## config.mk

```make
export PLATFORM = sky130hd
export DESIGN_NAME = player_ctl
export DESIGN_NICKNAME = d
export VERILOG_FILES = /design/src/rtl/player_ctl.sv
export SDC_FILE = /design/constraint.sdc
export NUM_CORES = 1
export LEC_CHECK = 0
export ABC_AREA = 1
export CAP_MARGIN = 20
export CORE_ASPECT_RATIO = 0.9
export CORE_MARGIN = 2
export CORE_UTILIZATION = 30
export CTS_CLUSTER_DIAMETER = 40
export DETAILED_ROUTE_END_ITERATION = 8
export GPL_TIMING_DRIVEN = 1
export MAX_ROUTING_LAYER = met4
export PLACE_DENSITY = 0.58
export SYNTH_ARGS = -nofsm -noshare
export SYNTH_HDL_FRONTEND = slang
export SYNTH_SLANG_ARGS = --single-unit
```

## constraint.sdc

```tcl
create_clock -name clk -period 3.55 [get_ports clk]
set_clock_uncertainty 0.15 [all_clocks]
set_input_delay 0.355 -clock clk [delete_from_list [all_inputs] [get_ports clk]]
set_output_delay 0.355 -clock clk [all_outputs]
set_load 0.005 [all_outputs]
```

## src/rtl/player_ctl.sv

```systemverilog
// Per-frame player motion controller: samples buttons on each vsync rising edge and
// integrates horizontal steps plus jump/gravity physics for the sprite draw stage.
module player_ctl #(
   parameter int RECT_WIDTH = 48,
   parameter int SCREEN_W   = 800,
   parameter int X_INIT     = 376,
   parameter int GROUND_Y   = 536,
   parameter int H_STEP     = 4,
   parameter int JUMP_V     = 16,
   parameter int VMAX       = 16
) (
   input  logic       clk,
   input  logic       rst,
   input  logic       vsync_in,
   input  logic       game_en,
   input  logic       restart,
   input  logic       btn_left,
   input  logic       btn_right,
   input  logic       btn_jump,
   output logic [9:0] xpos,
   output logic [9:0] ypos,
   output logic       mirror,
   output logic       airborne,
   output logic       land
);

   localparam int unsigned POS_W   = 10;
   localparam int unsigned VEL_W   = 8;
   localparam int unsigned ARITH_W = 12;

   localparam logic [POS_W-1:0]          X_RST   = POS_W'(X_INIT);
   localparam logic [POS_W-1:0]          X_MAX   = POS_W'(SCREEN_W - RECT_WIDTH);
   localparam logic [POS_W-1:0]          STEP    = POS_W'(H_STEP);
   localparam logic [POS_W-1:0]          Y_GND   = POS_W'(GROUND_Y);
   localparam logic signed [ARITH_W-1:0] Y_GND_S = ARITH_W'(GROUND_Y);
   localparam logic signed [ARITH_W-1:0] V_MAX_S = ARITH_W'(VMAX);
   localparam logic signed [VEL_W-1:0]   V_JUMP  = VEL_W'(-JUMP_V);

   typedef enum logic [1:0] {GROUND, RISE, FALL} state_e;

   state_e                    state_q, state_d;
   logic                      vsync_q;
   logic [POS_W-1:0]          x_q, x_d;
   logic [POS_W-1:0]          y_q, y_d;
   logic signed [VEL_W-1:0]   vel_q, vel_d;
   logic                      mirror_q, mirror_d;
   logic                      air_q, air_d;
   logic                      land_q, land_d;

   logic                      tick_c;
   logic [POS_W:0]            x_right_c;
   logic signed [ARITH_W-1:0] y_ext_c, vel_ext_c, yn_c, vn_raw_c, vn_c;

   assign tick_c = vsync_in & ~vsync_q;

   // Physics is evaluated at 12 bits signed so y + vel and vel + 1 never wrap
   assign y_ext_c   = {{(ARITH_W-POS_W){1'b0}}, y_q};
   assign vel_ext_c = {{(ARITH_W-VEL_W){vel_q[VEL_W-1]}}, vel_q};
   assign yn_c      = y_ext_c + vel_ext_c;
   assign vn_raw_c  = vel_ext_c + 12'sd1;
   assign vn_c      = (vn_raw_c > V_MAX_S) ? V_MAX_S : vn_raw_c;
   assign x_right_c = {1'b0, x_q} + {1'b0, STEP};

   always_comb begin
      state_d  = state_q;
      x_d      = x_q;
      y_d      = y_q;
      vel_d    = vel_q;
      mirror_d = mirror_q;
      land_d   = 1'b0;

      if (restart) begin
         state_d  = GROUND;
         x_d      = X_RST;
         y_d      = Y_GND;
         vel_d    = '0;
         mirror_d = 1'b0;
      end else if (tick_c && game_en) begin
         if (btn_left && !btn_right) begin
            x_d      = (x_q < STEP) ? '0 : x_q - STEP;
            mirror_d = 1'b1;
         end else if (btn_right && !btn_left) begin
            x_d      = (x_right_c > {1'b0, X_MAX}) ? X_MAX : x_right_c[POS_W-1:0];
            mirror_d = 1'b0;
         end

         case (state_q)
            GROUND: begin
               if (btn_jump) begin
                  vel_d   = V_JUMP;
                  state_d = RISE;
               end
            end
            default: begin
               if (yn_c >= Y_GND_S) begin
                  y_d     = Y_GND;
                  vel_d   = '0;
                  state_d = GROUND;
                  land_d  = 1'b1;
               end else if (yn_c < 12'sd0) begin
                  y_d     = '0;
                  vel_d   = '0;
                  state_d = FALL;
               end else begin
                  y_d     = yn_c[POS_W-1:0];
                  vel_d   = vn_c[VEL_W-1:0];
                  state_d = (vn_c < 12'sd0) ? RISE : FALL;
               end
            end
         endcase
      end

      air_d = (state_d != GROUND);
   end

   always_ff @(posedge clk or negedge rst) begin
      if (!rst) begin
         state_q  <= GROUND;
         vsync_q  <= 1'b0;
         x_q      <= X_RST;
         y_q      <= Y_GND;
         vel_q    <= '0;
         mirror_q <= 1'b0;
         air_q    <= 1'b0;
         land_q   <= 1'b0;
      end else begin
         state_q  <= state_d;
         vsync_q  <= vsync_in;
         x_q      <= x_d;
         y_q      <= y_d;
         vel_q    <= vel_d;
         mirror_q <= mirror_d;
         air_q    <= air_d;
         land_q   <= land_d;
      end
   end

   assign xpos     = x_q;
   assign ypos     = y_q;
   assign mirror   = mirror_q;
   assign airborne = air_q;
   assign land     = land_q;

endmodule

```

== Yosys cells after proc, flatten, opt, wreduce, memory -nomap -nowiden ==
Cells that the tools add are included.
Operators by class
  $add $sub $neg: 4
  $lt $le $gt $ge: 6
  equal/unequal tests: 2
  multiplexer cells: 33
  bitwise operators: 2
  reductions and logical operators: 12
Operators with widths (count)
  2-to-1 mux 10 bit: 11
  2-to-1 mux 8 bit: 6
  < comparator 12 x 1 -> 1 bit, second input constant: 2
  2-to-1 mux 2 bit: 7
  adder 11 x 8 -> 12 bit: 1
  greater-or-equal comparator 12 x 11 -> 1 bit, second input constant: 1
  2-to-1 mux 12 bit: 1
  adder 10 x 3 -> 11 bit, second input constant: 1
  greater-than comparator 11 x 10 -> 1 bit, second input constant: 1
  < comparator 10 x 3 -> 1 bit, second input constant: 1
  subtractor 10 x 3 -> 10 bit, second input constant: 1
  adder 8 x 2 -> 9 bit, second input constant: 1
  greater-than comparator 9 x 6 -> 1 bit, second input constant: 1
  2-to-1 mux 1 bit: 8
  AND reduction 2 bit: 3
  nonzero test 2 bit: 2
  logical AND 1 bit: 3
  != test 3 bit, second input constant: 1
  nonzero test 3 bit: 1
  zero test 1 bit: 2
  zero test 2 bit: 1
  != test 2 bit, second input constant: 1
  bitwise AND 1 bit: 1
  inverter 1 bit: 1
Word-level totals
  register bits: 34
  input port bits: 8
  output and inout port bits: 23
  word-level logic and storage cells: 67

== Logic depth before layout (Yosys ltp) ==
Gate-level depths: netlist (run 1).
  depth in word-level cells: 11
  gate-level depth with buffers: 16

== Least setup slack after synthesis (run 1) ==
Ideal clock, no wire load.
  path type: flip-flop to flip-flop
  start: register vel_q[0]
  end: register air_q (netlist: airborne)
  setup time: 0.125 ns
  arrival time: 2.053 ns
  data required time: 3.275 ns
  setup slack: 1.222 ns
  cell stages (with the launch flop): 17
  path buffers: 0
  period minus slack after synthesis: 2.328 ns
  cells stage by stage: dfrtp_1 ha_1 inv_1 fa_1 nand3b_1 nand2_2 nand2_2 nand2_2 nand2_1 nand2_1 nor2_1 nand2_1 nand2_4 nand2_4 nand2_4 a21oi_4 nand3_2
Between the ends
  word-level cells in the longest chain between the ends: 11
  elaborated cells between the ends (all ways): 14
  those cells by class: add/sub (2); order compare (4); mux (7); reduce/logical (1)
Ends and longest elaborated chain
  from (decl): RTL line 45  | logic signed [VEL_W-1:0] vel_q, vel_d;
  from (signal assigned): RTL line 131  | vel_q <= vel_d;
  adder 8 x 2 -> 9 bit: RTL line 60  | assign vn_raw_c = vel_ext_c + 12'sd1;
  greater-than comparator 9 x 6 -> 1 bit: RTL line 61  | assign vn_c = (vn_raw_c > V_MAX_S) ? V_MAX_S : vn_raw_c;
  2-to-1 mux 12 bit: RTL line 61
  < comparator 12 x 1 -> 1 bit: RTL line 107  | state_d = (vn_c < 12'sd0) ? RISE : FALL;
  2-to-1 mux 2 bit: RTL line 107
  2-to-1 mux 2 bit: RTL line 100  | end else if (yn_c < 12'sd0) begin
  2-to-1 mux 2 bit (*): RTL line 95  | if (yn_c >= Y_GND_S) begin
  2-to-1 mux 2 bit (*): RTL line 87  | case (state_q)
  2-to-1 mux 2 bit (*): RTL line 78  | end else if (tick_c && game_en) begin
  2-to-1 mux 2 bit (*): RTL line 72  | if (restart) begin
  nonzero test 2 bit (*): RTL line 113  | air_d = (state_d != GROUND);
  via air_d: RTL line 47  | logic air_q, air_d;
  to (signal assigned): RTL line 133  | air_q <= air_d;
  to (decl): RTL line 47
Mark *: on every way through the listed nets, which the timed path passes. The rest lies on a longest branch.
A chain may end at the register's enable or synchronous reset.

== Final worst setup path (run 1) ==
Ends and elaborated chain as after synthesis.

==> results of run 1 <==
==> kinds of logic after synthesis <==
| group | Yosys count | synth area share [%] |
|---|---|---|
| buf+inv | 75 | 10.8 |
| other cells | 1 | 0.136 |
| xor+xnor | 10 | 3.85 |
| fa+ha+maj | 15 | 7.07 |
| flops | 32 | 29.3 |
| simple gates | 211 | 37.0 |
| compound gates | 51 | 11.8 |
==> layout make-up <==
class / count / area share [%]
Clock buffer: 6 / 2.21
Clock inverter: 2 / 1.07
Inverter: 69 / 7.94
Multi-Input combinational cell: 289 / 50.6
Sequential cell: 32 / 24.7
Tap cell: 122 / 4.66
Timing Repair Buffer: 29 / 8.78
==> worst max-delay path by stage <==
| stage | startpoint | to | cells past startpoint |
|---|---|---|---|
| after detailed placement | btn_right | xpos[9] | 11 |
| final | vel_q[0] | airborne | 16 |
| after global routing | vel_q[0] | airborne | 16 |
| after CTS | vel_q[0] | airborne | 16 |
| after global placement | vel_q[0] | airborne | 16 |
| after floorplan | vel_q[0] | airborne | 16 |
==> worst max-delay path: stages, from the launching register on <==
cell and delay [ps]:
dfrtp_1 430, ha_1 190, inv_1 50, fa_1 390, nand3b_1 200, nand2_2 110, nand2_1 50, nand2_1 100
nand2_1 70, nand2_1 80, nor2_1 50, nand2_1 100, nand2_4 110, nand2_4 90, nand2_4 70, a21oi_4 130
nand3_2 70
==> power by group through the flow <==
stage               logic, µW  clock network (µW)  registers [µW]
floorplan                 158                   0             418
global placement          219                   0             433
detailed placement        222                   0             433
CTS                       223                 369             426
global route              251                 385             432
finish                    221                 357             426
==> sequential cells by signal, summed over array words and instances, names as in the netlist <==
register	cells
vsync_q	1
vel_q	8
ypos	10
xpos	8
land	1
state_q	2
mirror	1
airborne	1
==> layer usage <==
metal  vias up  share of wire (%)  global-route usage [%]
li1       1306                  -                       -
met2        40                 43                    21.1
met4         0                1.5                    3.89
met1      1151                 52                    20.1
met5         -                  0                       -
met3         8                2.7                    2.12
==> cells in the mapped netlist (2+ instances only) <==
master    number
nand2_1      116
inv_1         62
nor2_1        28
dfrtp_1       24
nand3_1       22
ha_1          14
nand2_2       13
a21oi_1       12
o21ai_0       10
dfstp_2        8
nand4_1        8
xor2_1         7
nand2_4        6
o21ai_1        6
a21oi_2        5
a31oi_1        5
inv_2          5
o21ai_2        4
buf_2          3
buf_4          3
nand3_2        3
nor2_2         3
nor3_1         3
nand3b_1       2
nand4_4        2
o211ai_1       2
o21bai_1       2
or2_2          2
xnor2_1        2
==> through the flow <==
step | hold WS (ps) | setup slack (ps) | cell area [µm²]
after floorplan | -90.6 | 1220 | 2770
after detailed placement | 366 | 984 | 3170
after global routing | 355 | 741 | 3280
after CTS | 331 | 978 | 3280
final | 313 | 973 | 3280
after global placement | 366 | 1030 | 3170
==> placed cells by master (no fill, tap or decap), types with 2 or more instances in the layout <==
cell type,synthesis,routed
inv_2,5,5
nand4_1,8,8
xor2_1,7,7
nor3_1,3,3
or2_2,2,2
nand2_2,13,13
nand3b_1,2,2
a31oi_1,5,5
clkbuf_8,0,5
nand3_1,22,22
xnor2_1,2,2
o21bai_1,2,2
ha_1,14,14
o21ai_1,6,6
o21ai_2,4,4
nand3_2,3,3
a21oi_1,12,12
o21ai_0,10,10
nor2_1,28,28
inv_1,62,62
nand4_4,2,2
nand2_4,6,6
dfstp_2,8,8
a21oi_2,5,5
nand2_1,116,116
clkdlybuf4s50_1,0,28
o211ai_1,2,2
conb_1,1,2
nor2_2,3,3
dfrtp_1,24,24
clkinv_2,1,2
==> results.yml, run 1 <==
floorplanning:
  fp.dieW_um: 105
  die_h_um: 95.0
  io_pins: 31
  std_cell_rows: 33
  start_util_pct: 30.6
  die-area_um2: 9990
  coreArea_um2: 9040
setup_path:
  cp-end-kind: "register"
  worstPathMaxFanout: 7
  worst-r2r-setup-slack_ps: 970
  cp.required_ps: 3570
  r2r_end: "airborne"
  r2r_start: "vel_q[0]"
  path_class: "register to register"
  worst_r2r_path_depth: 16
  cp.arrival_ps: 2600
  startpoint_type: "register"
pwr:
  ir_drop_mv: 0.148
  clkPwrFrac_pct: 35.5
  p_per_area_nw_per_um2: 307
  p_switching_uw: 315
  power.internal_uw: 690
  p_comb_share_pct: 22.0
  leakagePower_uw: 0.00159
  switching_share_pct: 31.3
  totalPowerFinal_uw: 1000
  p_seq_share_pct: 42.5
clocking:
  cts_resized: 0
  clock-root-buffer: "clkbuf_8"
  clk_pin_slew_ps: 80
  clock_latency_ps: 290
  cts_tree: "built"
  postCtsHoldBufs: 0
  cts_sinks: 32
  cts_buffer_depth: 2
  numCtsBuffers: 5
  postCtsSetupBuffers: 0
  cts.htree.levels: 2
finish:
  seqCellArea_um2: 811
  drive_gt1_share_pct: 15.0
  diodes: 0
  fin_util_pct: 36.2
  layout.cells.non_filler: 549
  nets: 449
  n_fill_cell: 955
  multi_input_area_um2: 1660
  syn2layout_area_growth_pct: 18.6
grt:
  first_global_vias: 2254
  grt_pass1_wl_um: 10900
  antenna_found_initial: 0
  grt_use_total_pct: 14.2
  grt_overflow: 0
  grt_max_degree: 33
flow_run:
  maxCapViolations: 0
sta:
  fin_tns_setup_ps: 0
  rsz0062_at_grt: "no"
  period_share_pct: 72.6
  finalCriticalPeriod_ps: 2580
  hold_viol_final: 0
  fmax_mhz: 388
  setup_viol: 0
  drv_slew: 0
place:
  gp_congestion: 0.897
  dp_hpwl_um: 5210
  port_buffers: 28
  dp_cells: 541
synthesis:
  seq_area_frac_synth_pct: 29.3
  synth_top_area_cell: "dfrtp_1"
  netlist_instances: 395
  synth_area_um2: 2760
  synth_edf_count: 0
  synthDistinctLibCells: 42
  synth-warning-count: 0
  avgSynthCellArea_um2: 6.99
  synth.area.top_cells: "dfrtp_1, nand2_1, inv_1"
  synthArstFlopShare_pct: 100
  ys.flop_type: "dfrtp_1"
  synth_seq_cells: 32
  yosysTopAreaCellShare_pct: 21.7
drt:
  vias_per_cell: 4.56
  totalWireLength_um: 6590
  drtPass1Iterations: 4
  drtAntennaViolNets: 0
  vias: 2505
  wl_per_cell_um: 12.0
  drc: 0
  initialDrtViolationCount: 151
min_path:
  hold_class: "input port to async pin"
status:
  outcome: "complete, no violations"
No activity file was read; power rests on OpenSTA's default activity.
==> run 2, diff against run 1 <==
==> constraint.sdc (replaced) <==
create_clock -name clk -period 2.7 [get_ports clk]
set_clock_uncertainty 0.15 [all_clocks]
set_input_delay 0.27 -clock clk [delete_from_list [all_inputs] [get_ports clk]]
set_output_delay 0.27 -clock clk [all_outputs]
set_load 0.005 [all_outputs]
==> results.yml, run 2 (synthesis gave the netlist of run 1 again) <==
setup_path:
  cp_cell_sequence: "ha_1 -> inv_1 -> fa_1 -> nand3b_1 -> nand2_2 -> nand2_2 -> nand2_2 -> nand2_1 -> nand2_1 -> nor2_1 -> nand2_1 -> nand2_4 -> nand2_4 -> nand2_4 -> a21oi_4 -> nand3_2"
  worstPathMaxFanout: 7
  r2r_start: "ypos[0]"
  worst-r2r-setup-slack_ps: 220
  cp-end-kind: "register"
  path_class: "register to register"
  crit_path_start: "ypos[0]"
  cp.required_ps: 2730
  cp.arrival_ps: 2510
  max_stage_delay_ps: 380
  slowest_stage: "dfrtp_1"
  startpoint_type: "register"
sta:
  hold_viol_final: 0
  rsz0062_at_grt: "no"
  drv_slew: 0
  fin_ws_ps: 215
  setup_viol: 0
  worst_hold_slack_ps: 239
  period_share_pct: 92.0
  fmax_mhz: 402
  fin_tns_setup_ps: 0
  finalCriticalPeriod_ps: 2480
finish:
  nets: 454
  syn2layout_area_growth_pct: 19.4
  n_fill_cell: 925
  final_cell_mix: "nand2_1, inv_1, nor2_1, clkdlybuf4s50_1, dfrtp_1"
  largest_reg_flops: 10
  fin_util_pct: 36.5
  layout.cells.non_filler: 554
  final_common_cell: "nand2_1"
  drive_gt1_share_pct: 16.0
  seqCellArea_um2: 812
  multi_input_area_um2: 1660
  diodes: 0
grt:
  grt_overflow: 0
  grt_pass1_wl_um: 11000
  antenna_found_initial: 0
  grt_max_degree: 33
  first_global_vias: 2277
  grt_use_total_pct: 14.3
floorplanning:
  std_cell_rows: 33
  fp.dieW_um: 105
  coreArea_um2: 9040
  start_util_pct: 30.6
  io_pins: 31
  die_h_um: 95.0
  die-area_um2: 9990
pwr:
  p_comb_share_pct: 23.7
  switching_share_pct: 32.8
  clkPwrFrac_pct: 31.9
  power.internal_uw: 846
  p_switching_uw: 413
  p_per_area_nw_per_um2: 382
  ir_drop_mv: 0.174
  leakagePower_uw: 0.00161
  p_seq_share_pct: 44.4
clocking:
  postCtsHoldBufs: 0
  numCtsBuffers: 5
  clock_latency_ps: 290
  clk_pin_slew_ps: 70
  cts.htree.levels: 2
  cts_tree: "built"
  clock-root-buffer: "clkbuf_8"
  cts_buffer_depth: 2
  cts_sinks: 32
status:
  outcome: "complete, no violations"
drt:
  drtPass1Iterations: 4
  initialDrtViolationCount: 153
  totalWireLength_um: 6560
  vias: 2475
  wl_per_cell_um: 11.8
  vias_per_cell: 4.47
  drtAntennaViolNets: 0
  drc: 0
min_path:
  hold_class: "input port to async pin"
place:
  port_buffers: 28
  dp_cells: 545
  dp_worst_setup_slack_ps: 190
  dp_hpwl_um: 5160
  gp_congestion: 0.901
flow_run:
  maxCapViolations: 0
run 2: critical path, delay by kind of cell, from the launching register on:
family          cells  cell delay (ps)
fa+ha+maj           2              550
buf+inv             1               60
compound gates      1              140
simple gates       12             1090
flops               1              380
run 2: path summary, 6_finish.rpt:
path | endpoint | depth (start not counted)
hold reg to reg | vel_q[0] | 1
max in group asynchronous | ypos[4] | 2
setup reg to reg | airborne | 16
min in group clk | vsync_q | 1
hold / removal | vsync_q | 2
setup / recovery | airborne | 16
run 2: power groups by stage:
stage | Combinational (µW) | Sequential (µW) | Clock [µW]
after CTS | 301 | 558 | 414
after floorplan | 207 | 550 | 0
after detailed placement | 300 | 566 | 0
after global placement | 297 | 566 | 0
final | 299 | 558 | 401
after global routing | 339 | 565 | 435
run 2: final cells by class:
cell class	count	share of cell area, %
Clock buffer	8	2.73
Timing Repair Buffer	34	9.86
Multi-Input combinational cell	289	50.3
Inverter	69	7.89
Sequential cell	32	24.6
Tap cell	122	4.63
run 2: routing by layer:
metal | GRT usage [%] | share of wire (%) | vias to the layer above
met4 | 4.22 | 1.1 | 0
li1 | - | - | 1326
met5 | - | 0 | -
met2 | 21.2 | 43 | 34
met1 | 20.3 | 53 | 1110
met3 | 2.05 | 2.4 | 5
run 2: stage by stage:
step           area (µm²)  power, µW
4_1_cts              3290       1270
5_1_grt              3300       1340
2_1_floorplan        2770        757
3_3_place_gp         3200        863
6_report             3300       1260
3_5_place_dp         3200        866
run 2: timing repair:
item,in CTS,in global routing
hold endpoints to repair,0,0
gates resized for setup,0,1
setup buffers,0,1
endpoints found under the setup margin,0,9
